**config.mk**
```make
export PLATFORM = sky130hd
export DESIGN_NAME = vector_reduction_minmax_unit
export DESIGN_NICKNAME = d
export VERILOG_FILES = /design/src/rtl/vector_reduction_minmax_unit.sv
export SDC_FILE = /design/constraint.sdc
export NUM_CORES = 2
export LEC_CHECK = 0
export ABC_AREA = 1
export BUFFER_PORTS_ARGS = -buffer_cell sky130_fd_sc_hd__buf_2
export CAP_MARGIN = 20
export CORE_MARGIN = 3
export CORE_UTILIZATION = 40
export CTS_BUF_LIST = sky130_fd_sc_hd__clkbuf_8
export DETAILED_ROUTE_END_ITERATION = 12
export HOLD_SLACK_MARGIN = 0.12
export MAX_ROUTING_LAYER = met4
export PLACE_DENSITY = 0.64
export SLEW_MARGIN = 20
export SYNTH_ARGS = -nofsm -noshare
export SYNTH_HDL_FRONTEND = slang
export SYNTH_SLANG_ARGS = --single-unit
```
**constraint.sdc**
```tcl
create_clock -name clock -period 30.7 [get_ports clock]
set_input_delay 3.07 -clock clock [delete_from_list [all_inputs] [get_ports clock]]
set_output_delay 3.07 -clock clock [all_outputs]
set_load 0.03 [all_outputs]
```
**src/rtl/vector_reduction_minmax_unit.sv**
```systemverilog
`default_nettype none
// ============================================================================
// Module   : vector_reduction_minmax_unit
// Purpose  : Sequential vredmin/vredmax/vredminu/vredmaxu engine. Folds a
//            stream of 64-bit vs2 beats and the vs1[0] seed into one SEW-wide
//            minimum or maximum, which is returned for vd element 0.
// Options  : VECTOR_REDUCTION_MASK_EN adds the per-lane beat_mask input.
// Revision : 1.0 - initial release
// ============================================================================

package vector_reduction_minmax_pkg;

    typedef enum logic [1:0] {
        BIT_MODE_8  = 2'd0,
        BIT_MODE_16 = 2'd1,
        BIT_MODE_32 = 2'd2,
        BIT_MODE_64 = 2'd3
    } bit_mode_t;

    typedef enum logic [1:0] {
        DISABLED_SIGN_MODE             = 2'd0,
        ENABLED_SIGNED_SIGNED_MODE     = 2'd1,
        ENABLED_UNSIGNED_UNSIGNED_MODE = 2'd2,
        ENABLED_SIGNED_UNSIGNED_MODE   = 2'd3
    } sign_mode_t;

    typedef enum logic {
        DISABLED_MAXIMUM_MODE = 1'b0,
        ENABLED_MAXIMUM_MODE  = 1'b1
    } maximum_mode_t;

    typedef enum logic {
        DISABLED_MINIMUM_MODE = 1'b0,
        ENABLED_MINIMUM_MODE  = 1'b1
    } minimum_mode_t;

    typedef struct packed {
        bit_mode_t     bit_mode;
        sign_mode_t    sign_mode;
        maximum_mode_t maximum_mode;
        minimum_mode_t minimum_mode;
    } execution_vector_t;

endpackage

module vector_reduction_minmax_unit
    import vector_reduction_minmax_pkg::*;
#(
    parameter int ELEMENT_COUNT_WIDTH = 12
) (
    input  logic                           clock,
    input  logic                           reset,
    input  execution_vector_t              execution_vector,
    input  logic                           start,
    input  logic [ELEMENT_COUNT_WIDTH-1:0] element_count,
    input  logic [63:0]                    scalar_seed,
    output logic                           busy,
    input  logic                           beat_valid,
    output logic                           beat_ready,
    input  logic [63:0]                    vs2_beat,
`ifdef VECTOR_REDUCTION_MASK_EN
    input  logic [7:0]                     beat_mask,
`endif
    output logic                           result_valid,
    input  logic                           result_ready,
    output logic [63:0]                    vd
);

    typedef enum logic [1:0] {
        ST_IDLE       = 2'd0,
        ST_ACCUMULATE = 2'd1,
        ST_DONE       = 2'd2
    } state_t;

    // ------------------------------------------------------------------------
    // Element helpers
    // ------------------------------------------------------------------------

    // Mask that keeps only the low SEW bits of a 64-bit word.
    function automatic logic [63:0] sew_mask(input bit_mode_t m);
        case (m)
            BIT_MODE_8:  sew_mask = 64'h0000_0000_0000_00FF;
            BIT_MODE_16: sew_mask = 64'h0000_0000_0000_FFFF;
            BIT_MODE_32: sew_mask = 64'h0000_0000_FFFF_FFFF;
            default:     sew_mask = 64'hFFFF_FFFF_FFFF_FFFF;
        endcase
    endfunction

    // Number of SEW lanes carried by one 64-bit beat.
    function automatic logic [3:0] lanes_of(input bit_mode_t m);
        case (m)
            BIT_MODE_8:  lanes_of = 4'd8;
            BIT_MODE_16: lanes_of = 4'd4;
            BIT_MODE_32: lanes_of = 4'd2;
            default:     lanes_of = 4'd1;
        endcase
    endfunction

    // Lane i of a beat, zero-extended into the accumulator format.
    function automatic logic [63:0] lane_value(input logic [63:0] beat,
                                               input bit_mode_t   m,
                                               input int          i);
        case (m)
            BIT_MODE_8:  lane_value = {56'd0, beat[(i % 8) * 8 +: 8]};
            BIT_MODE_16: lane_value = {48'd0, beat[(i % 4) * 16 +: 16]};
            BIT_MODE_32: lane_value = {32'd0, beat[(i % 2) * 32 +: 32]};
            default:     lane_value = beat;
        endcase
    endfunction

    // Widen an SEW value to 65 bits so one signed compare covers both the
    // signed and the unsigned interpretation.
    function automatic logic signed [64:0] to_key(input logic [63:0] v,
                                                  input bit_mode_t   m,
                                                  input logic        is_signed);
        case (m)
            BIT_MODE_8:  to_key = is_signed ? {{57{v[7]}},  v[7:0]}  : {57'd0, v[7:0]};
            BIT_MODE_16: to_key = is_signed ? {{49{v[15]}}, v[15:0]} : {49'd0, v[15:0]};
            BIT_MODE_32: to_key = is_signed ? {{33{v[31]}}, v[31:0]} : {33'd0, v[31:0]};
            default:     to_key = is_signed ? {v[63], v}             : {1'b0, v};
        endcase
    endfunction

    // ------------------------------------------------------------------------
    // Registers
    // ------------------------------------------------------------------------
    state_t                         state_q,        state_d;
    logic [63:0]                    acc_q,          acc_d;
    logic [ELEMENT_COUNT_WIDTH-1:0] remaining_q,    remaining_d;
    bit_mode_t                      bit_mode_q,     bit_mode_d;
    logic                           signed_q,       signed_d;
    logic                           max_q,          max_d;
    logic                           min_q,          min_d;
    logic                           busy_q,         busy_d;
    logic                           beat_ready_q,   beat_ready_d;
    logic                           result_valid_q, result_valid_d;
    logic [63:0]                    vd_q,           vd_d;

    logic [7:0]                     w_lane_mask;
    logic [3:0]                     w_lane_count;
    logic [ELEMENT_COUNT_WIDTH-1:0] w_lane_count_ext;
    logic [ELEMENT_COUNT_WIDTH-1:0] w_take;
    logic [63:0]                    w_fold;
    logic                           w_beat_fire;

`ifdef VECTOR_REDUCTION_MASK_EN
    assign w_lane_mask = beat_mask;
`else
    assign w_lane_mask = 8'hFF;
`endif

    assign w_lane_count     = lanes_of(bit_mode_q);
    assign w_lane_count_ext = ELEMENT_COUNT_WIDTH'(w_lane_count);
    assign w_take           = (remaining_q < w_lane_count_ext) ? remaining_q : w_lane_count_ext;
    assign w_beat_fire      = beat_valid && beat_ready_q;

    // Fold every active lane of the current beat into the accumulator,
    // lane 0 first; a lane replaces the running value only on a strict win.
    always_comb begin
        logic signed [64:0] cand_key;
        logic signed [64:0] cur_key;
        logic               lane_active;
        w_fold      = acc_q;
        cand_key    = '0;
        cur_key     = '0;
        lane_active = 1'b0;
        for (int i = 0; i < 8; i++) begin
            lane_active = (4'(i) < w_lane_count)
                       && (ELEMENT_COUNT_WIDTH'(i) < remaining_q)
                       && w_lane_mask[i];
            cand_key = to_key(lane_value(vs2_beat, bit_mode_q, i), bit_mode_q, signed_q);
            cur_key  = to_key(w_fold, bit_mode_q, signed_q);
            if (lane_active) begin
                if (max_q) begin
                    if (cand_key > cur_key) begin
                        w_fold = lane_value(vs2_beat, bit_mode_q, i);
                    end
                end else if (min_q) begin
                    if (cand_key < cur_key) begin
                        w_fold = lane_value(vs2_beat, bit_mode_q, i);
                    end
                end
            end
        end
    end

    // Next-state, datapath and registered-output computation.
    always_comb begin
        state_d     = state_q;
        acc_d       = acc_q;
        remaining_d = remaining_q;
        bit_mode_d  = bit_mode_q;
        signed_d    = signed_q;
        max_d       = max_q;
        min_d       = min_q;

        case (state_q)
            ST_IDLE: begin
                if (start) begin
                    acc_d       = scalar_seed & sew_mask(execution_vector.bit_mode);
                    bit_mode_d  = execution_vector.bit_mode;
                    signed_d    = (execution_vector.sign_mode == ENABLED_SIGNED_SIGNED_MODE);
                    max_d       = (execution_vector.maximum_mode == ENABLED_MAXIMUM_MODE);
                    min_d       = (execution_vector.minimum_mode == ENABLED_MINIMUM_MODE);
                    remaining_d = element_count;
                    state_d     = (element_count == '0) ? ST_DONE : ST_ACCUMULATE;
                end
            end
            ST_ACCUMULATE: begin
                if (w_beat_fire) begin
                    acc_d       = w_fold;
                    remaining_d = remaining_q - w_take;
                    if (remaining_d == '0) begin
                        state_d = ST_DONE;
                    end
                end
            end
            ST_DONE: begin
                if (result_valid_q && result_ready) begin
                    state_d = ST_IDLE;
                end
            end
            default: begin
                state_d = ST_IDLE;
            end
        endcase

        // Outputs are registered from the next state so they line up with it.
        busy_d         = (state_d != ST_IDLE);
        beat_ready_d   = (state_d == ST_ACCUMULATE);
        result_valid_d = (state_d == ST_DONE);
        vd_d           = (state_d == ST_DONE) ? acc_d : 64'd0;
    end

    // State and output registers with synchronous reset.
    always_ff @(posedge clock) begin
        if (reset) begin
            state_q        <= ST_IDLE;
            acc_q          <= 64'd0;
            remaining_q    <= '0;
            bit_mode_q     <= BIT_MODE_8;
            signed_q       <= 1'b0;
            max_q          <= 1'b0;
            min_q          <= 1'b0;
            busy_q         <= 1'b0;
            beat_ready_q   <= 1'b0;
            result_valid_q <= 1'b0;
            vd_q           <= 64'd0;
        end else begin
            state_q        <= state_d;
            acc_q          <= acc_d;
            remaining_q    <= remaining_d;
            bit_mode_q     <= bit_mode_d;
            signed_q       <= signed_d;
            max_q          <= max_d;
            min_q          <= min_d;
            busy_q         <= busy_d;
            beat_ready_q   <= beat_ready_d;
            result_valid_q <= result_valid_d;
            vd_q           <= vd_d;
        end
    end

    assign busy         = busy_q;
    assign beat_ready   = beat_ready_q;
    assign result_valid = result_valid_q;
    assign vd           = vd_q;

endmodule

`default_nettype wire
```
Word-level counts from Yosys, hierarchy flattened:

Cells that the tools add are included.

* equal/unequal tests: 11
* bitwise logic cells: 2
* add/subtract/negate cells: 1
* magnitude comparators: 33
* reduce and logical (&&, ||, !) cells: 20
* multiplexer cells: 145

Operators with widths (number)
* two-way mux 65 bit: 64
* one-hot mux 65 bit (3 select lines): 16
* two-way mux 64 bit: 44
* one-hot mux 64 bit (3 select lines): 9
* > comparator 65 bit: 8
* less-than comparator 65 bit: 8
* one-hot mux 64 bit (2 select lines): 1
* AND 64 bit: 1
* less-than comparator 3 x 12 -> 1 bit (first input constant): 4
* two-way mux 12 bit: 3
* zero test 12 bit: 2
* less-than comparator 1 x 12 -> 1 bit (first input constant): 2
* less-than comparator 2 x 12 -> 1 bit (first input constant): 2
* one-hot mux 12 bit (2 select lines): 1
* less-than comparator 3 x 4 -> 1 bit (first input constant): 4
* less-than comparator 12 x 4 -> 1 bit: 1
* one-hot mux 4 bit (3 select lines): 1
* subtractor 12 bit: 1
* equality test 2 x 1 -> 1 bit (second input constant): 5
* logical AND 1 bit: 10
* two-way mux 2 bit: 5
* equality test 2 bit (second input constant): 4
* less-than comparator 1 x 4 -> 1 bit (first input constant): 2
* less-than comparator 2 x 4 -> 1 bit (first input constant): 2
* 8 further kinds: 12

* output and inout bits: 67
* input bits: 151
* flip-flop bits (word level): 150

Logic depth before layout (Yosys ltp):

* depth in word-level cells: 60
* depth in mapped cells: 241

Worst setup path after synthesis:

OpenSTA, ideal clock, no wires.

* path kind: input-to-reg
* from: input vs2_beat[7]
* to: register vd_q[26], in the netlist vd[26]
* library setup time: 0.128 ns
* stages on the path: 193
* data arrival time: 26.926 ns
* path slack: 3.646 ns
* path through: inv_1 nor2_1 nor2_1 nand2_1 nor2_1 clkbuf_1 nor2_1 ha_1 a21o_1 nor2_1 nand2_1 a21oi_1 nand2_1 nor2_2 nand2_2 nand2_1 nand2_2 nor2_4 [157 not listed] nor2_1 nand4_1 nor2_1 and3_1 a41oi_1 o2111ai_1 xor2_1 inv_1 nand2_1 clkbuf_1 clkbuf_1 a21oi_1 o21ai_0 nor2_1 o22ai_1 o21ai_0 a21oi_1 nor2_1

* cells in the longest elaborated chain, start to end: 59
* elaborated cells between the ends (all ways): 141

Ends and longest elaborated chain
* start, declared: RTL line 60 `input logic [63:0] vs2_beat,`
* one-hot mux 64 bit (3 select lines): RTL line 103 `case (m)`
* two-way mux 65 bit, on equally long branches
* one-hot mux 65 bit (3 select lines): RTL line 116 `case (m)`
* less-than comparator 65 bit: RTL line 179 `if (cand_key < cur_key) begin`
* two-way mux 64 bit: RTL line 179
* two-way mux 64 bit: RTL line 178 `end else if (min_q) begin`
* two-way mux 64 bit: RTL line 174 `if (max_q) begin`
* two-way mux 64 bit: RTL line 173 `if (lane_active) begin`
* [43 not listed]
* one-hot mux 65 bit (3 select lines): RTL line 116
* less-than comparator 65 bit: RTL line 179
* two-way mux 64 bit: RTL line 179
* two-way mux 64 bit: RTL line 178
* two-way mux 64 bit: RTL line 174
* two-way mux 64 bit *: RTL line 173
* two-way mux 64 bit *: RTL line 210 `if (w_beat_fire) begin`
* one-hot mux 64 bit (2 select lines) *: RTL line 197 `case (state_q)`
* end signal, assigned: RTL line 260 `vd_q <= vd_d;`
* end, declared: RTL line 137 `logic [63:0] vd_q, vd_d;`

Every way passes the cells marked *; elsewhere a longest branch is shown, timed or not.
A chain may end at the register's enable or synchronous reset.

Worst setup path after layout:

* from: input vs2_beat[8]
* to: register acc_q[49]

* cells in the longest elaborated chain, start to end: 59
* elaborated cells between the ends (all ways): 134

Ends and longest elaborated chain
* one-hot mux 64 bit (3 select lines): RTL line 103
* two-way mux 65 bit, on equally long branches: RTL line 120, 118, 119
* one-hot mux 65 bit (3 select lines): RTL line 116
* less-than comparator 65 bit: RTL line 179
* two-way mux 64 bit: RTL line 179
* two-way mux 64 bit: RTL line 178
* two-way mux 64 bit: RTL line 174
* two-way mux 64 bit: RTL line 173
* [43 not listed]
* one-hot mux 65 bit (3 select lines): RTL line 116
* less-than comparator 65 bit: RTL line 179
* two-way mux 64 bit: RTL line 179
* two-way mux 64 bit: RTL line 178
* two-way mux 64 bit: RTL line 174
* two-way mux 64 bit *: RTL line 173
* two-way mux 64 bit *: RTL line 210
* one-hot mux 64 bit (2 select lines) *: RTL line 197
* end signal, assigned: RTL line 239 `acc_q <= 64'd0;`
* end signal, assigned: RTL line 251 `acc_q <= acc_d;`
* end, declared: RTL line 128 `logic [63:0] acc_q, acc_d;`

Marked as above.

==> metrics.csv <==
metric,value,unit
status,finished clean,
vias in the first global route,59400,
Post-Syn Instances,8437,
FF-to-FF path depth,172,
Area Overhead vs Synth,26.7,%
DR pass1 iterations,10,
endpoints failing hold,0,
number of DRC markers in iteration 0,7636,
Required @ worst endpoint,31.16,ns
"FF+latch count, synth",150,
Final Util,51.5,%
Final Slew Violations,0,
"top cells by area, synth","nand2_1 20%, ha_1 15%, a21oi_1 9.1%, nor2_1 9.0%, o21ai_0 6.9%",
Ys Warns,0,
CP max-delay cell,a2111oi_2,
worst vdd ir,0.0490,mV
total congestion overflow,0,
count of cell types in the netlist,68,
DIE AREA,116000,um^2
"top cells by count, synth","2404 x nand2_1, 1071 x nor2_1, 811 x a21oi_1",
Core Box Area,110000,um^2
# IOs,218,
clock skew,0.0436,ns
maximum clock frequency,33.8,MHz
worst hold start,remaining_q[11],
drt wl/cell,24.3,um
dominant cell by count in the synthesized netlist,nand2_1,
Rel. slew slack,12.9,%
Root Buffer,clkbuf_8,
number of antenna violations at the first check in global routing,14,
Num CTS Buffers,25,
die height,340,um
port bufs,217,
Site Rows,121,
largest net degree at the start of global routing,170,
P per Cell Area,69.5,nW/um^2
Fin Hold WS,0.499,ns
clk slew on worst S/H paths,0.07,ns
leakage,29.0,nW
HP Class,flip-flop to flip-flop,
first-pass GRT wire length,388,mm
proportion of synthesized chip area in sequential cells,6.73,%
Starting Density,40.7,%
Crit. End Element,flip-flop,
share of cells above drive strength 1,14.6,%
Max Root-Sink Buffers,3,
Finish-stage setup viols,0,
via/cell ratio,5.76,
Netlist Area Pre-Place,44600,um^2
Hold Buf Count CTS,0,
final net count,10400,
Most used DFF post-synth,dfxtp_1,
cell taking the most area after synthesis,nand2_1,
clock sinks,150,
Crit Path Class,input port to flip-flop,
"slowest stage delay, CP",0.68,ns
"Avg Cell Area, Syn",5.29,um^2
CP max FO,93,
Worst Setup Start Kind,input port,
H-tree depth,4,
asr flop ratio synth,0,%
CP most frequent cell,nand2_1,
Post-synth EDFFs,0,
die width,340,um
Critical Path AT,30.00,ns
CTS tree,built,
share of the synthesized area in the top cell type,20.2,%
via count,64800,
Hold EP,remaining_q[11],
FF-to-FF End,acc_q[49],
filler instances,11900,
Worst R2R Start,bit_mode_q[1],
Detail Route Antenna Nets,0,
"Min Clock Period, post-route",29.55,ns
Max-cap violations,0,
GRT Util Overall,46.2,%
clk_lat worst skew,0.56,ns
final period utilization,96.2,%
dpl hpwl,218,mm
reg-to-reg setup timing slack,1.89,ns
Post-route DRC,0,
Worst Tran Pin Value,1.30,ns
drt total wl,273,mm
RD Place Congestion,1.15,
Hold Crit Depth,2,
-- critical path: cells and delay by family --
family	cells	cell delay, ns
XOR/XNOR	3	0.69
buffers and inverters	39	5.73
AO/OA/AOI/OAI	25	6.31
adder cells (fa/ha/maj)	8	2.11
AND/OR/NAND/NOR	102	11.80
-- cell families (layout without fill, tap and decap cells) --
family	count (synthesis)	in the layout	share of synthesized area, %
compound gates	2139	2139	26.7
xor+xnor	13	13	0.255
fa+ha+maj	528	528	14.8
buf+inv	1297	1999	11.5
flops	150	150	6.73
other cells	1	638	0.00840
simple gates	4309	4309	40.0
-- metrics by stage --
step,total power [mW],cells,setup slack [ns],instance area (um^2),setup TNS (ns)
floorplan,1.95,9065,3.65,47000,0
global route,4.18,11300,-0.140,56500,-5.52
global placement,3.52,11200,-1.10,55200,-127.58
CTS,3.73,11200,0.0264,55700,0
finish,3.93,11300,1.15,56500,0
detailed placement,3.54,11200,-1.32,55200,-157.65
-- state kept, by name, summed over array words and instances, names as in the netlist, 2 cells and up --
| name | count |
|---|---|
| acc_q | 64 |
| vd | 64 |
| remaining_q | 12 |
| bit_mode_q | 2 |
| state_q | 2 |
-- cells in the final DEF (no fill, tap or decap), drive strengths merged, types with 20 or more instances in the layout --
cell type	Yosys	routed
a211oi	46	46
a21oi	828	828
a31oi	124	124
buf	159	1131
clkbuf	308	33
conb	1	629
dfxtp	150	150
ha	527	527
inv	818	820
nand2	2425	2425
nand3	532	532
nand4	113	113
nor2	1079	1079
nor3	57	57
nor4	25	25
o211ai	111	111
o21a	20	20
o21ai	795	795
o21bai	43	43
o22ai	63	63
o31ai	22	22
or2	30	30
-- power breakdown --
group          total, mW  internal (mW)  switching [mW]  leakage, nW
Combinational       3.54           1.29            2.25         27.5
Sequential         0.215          0.201          0.0144         1.22
Clock              0.173         0.0844          0.0884        0.226
Total               3.93           1.58            2.35         29.0
-- per-layer routing --
layer	global-route usage [%]	vias to the layer above	routed length (um)
met2	71.0	3769	117000
met5	-	-	0
met3	8.18	1201	26300
met1	50.7	29500	97200
li1	-	30300	-
met4	42.6	0	32700
-- timing repair --
action                                  CTS  global route
endpoints found under the setup margin  128           128
gates cloned                              0             6
buffers inserted                          0            13
pin swaps                                 1            32
resized for setup                        13           164
-- how the worst max path moves through the flow --
| stage | startpoint | endpoint | slack [ns] | depth (start not counted) |
|---|---|---|---|---|
| 2_1_floorplan | vs2_beat[7] | vd[26] | 3.65 | 193 |
| 3_3_place_gp | vs2_beat[7] | vd[23] | -1.10 | 188 |
| 3_5_place_dp | vs2_beat[7] | acc_q[23] | -1.32 | 188 |
| 4_1_cts | vs2_beat[7] | acc_q[49] | 0.03 | 197 |
| 5_1_grt | vs2_beat[15] | vd[18] | -0.14 | 205 |
| 6_report | vs2_beat[8] | acc_q[49] | 1.15 | 177 |
-- cell type report --
type	count	area (um^2)	share of cell area (%)
multi-input cells	7618	39600	70.0
repair inverters	1	7.51	0.0133
flip-flops and latches	150	3010	5.32
diodes	9	22.5	0.0399
clock inverters	4	18.8	0.0332
repair buffers	1135	8520	15.1
inverters	830	3130	5.54
clock buffers	29	399	0.706
well taps	1476	1850	3.27
(Power assumes the default switching activity.)
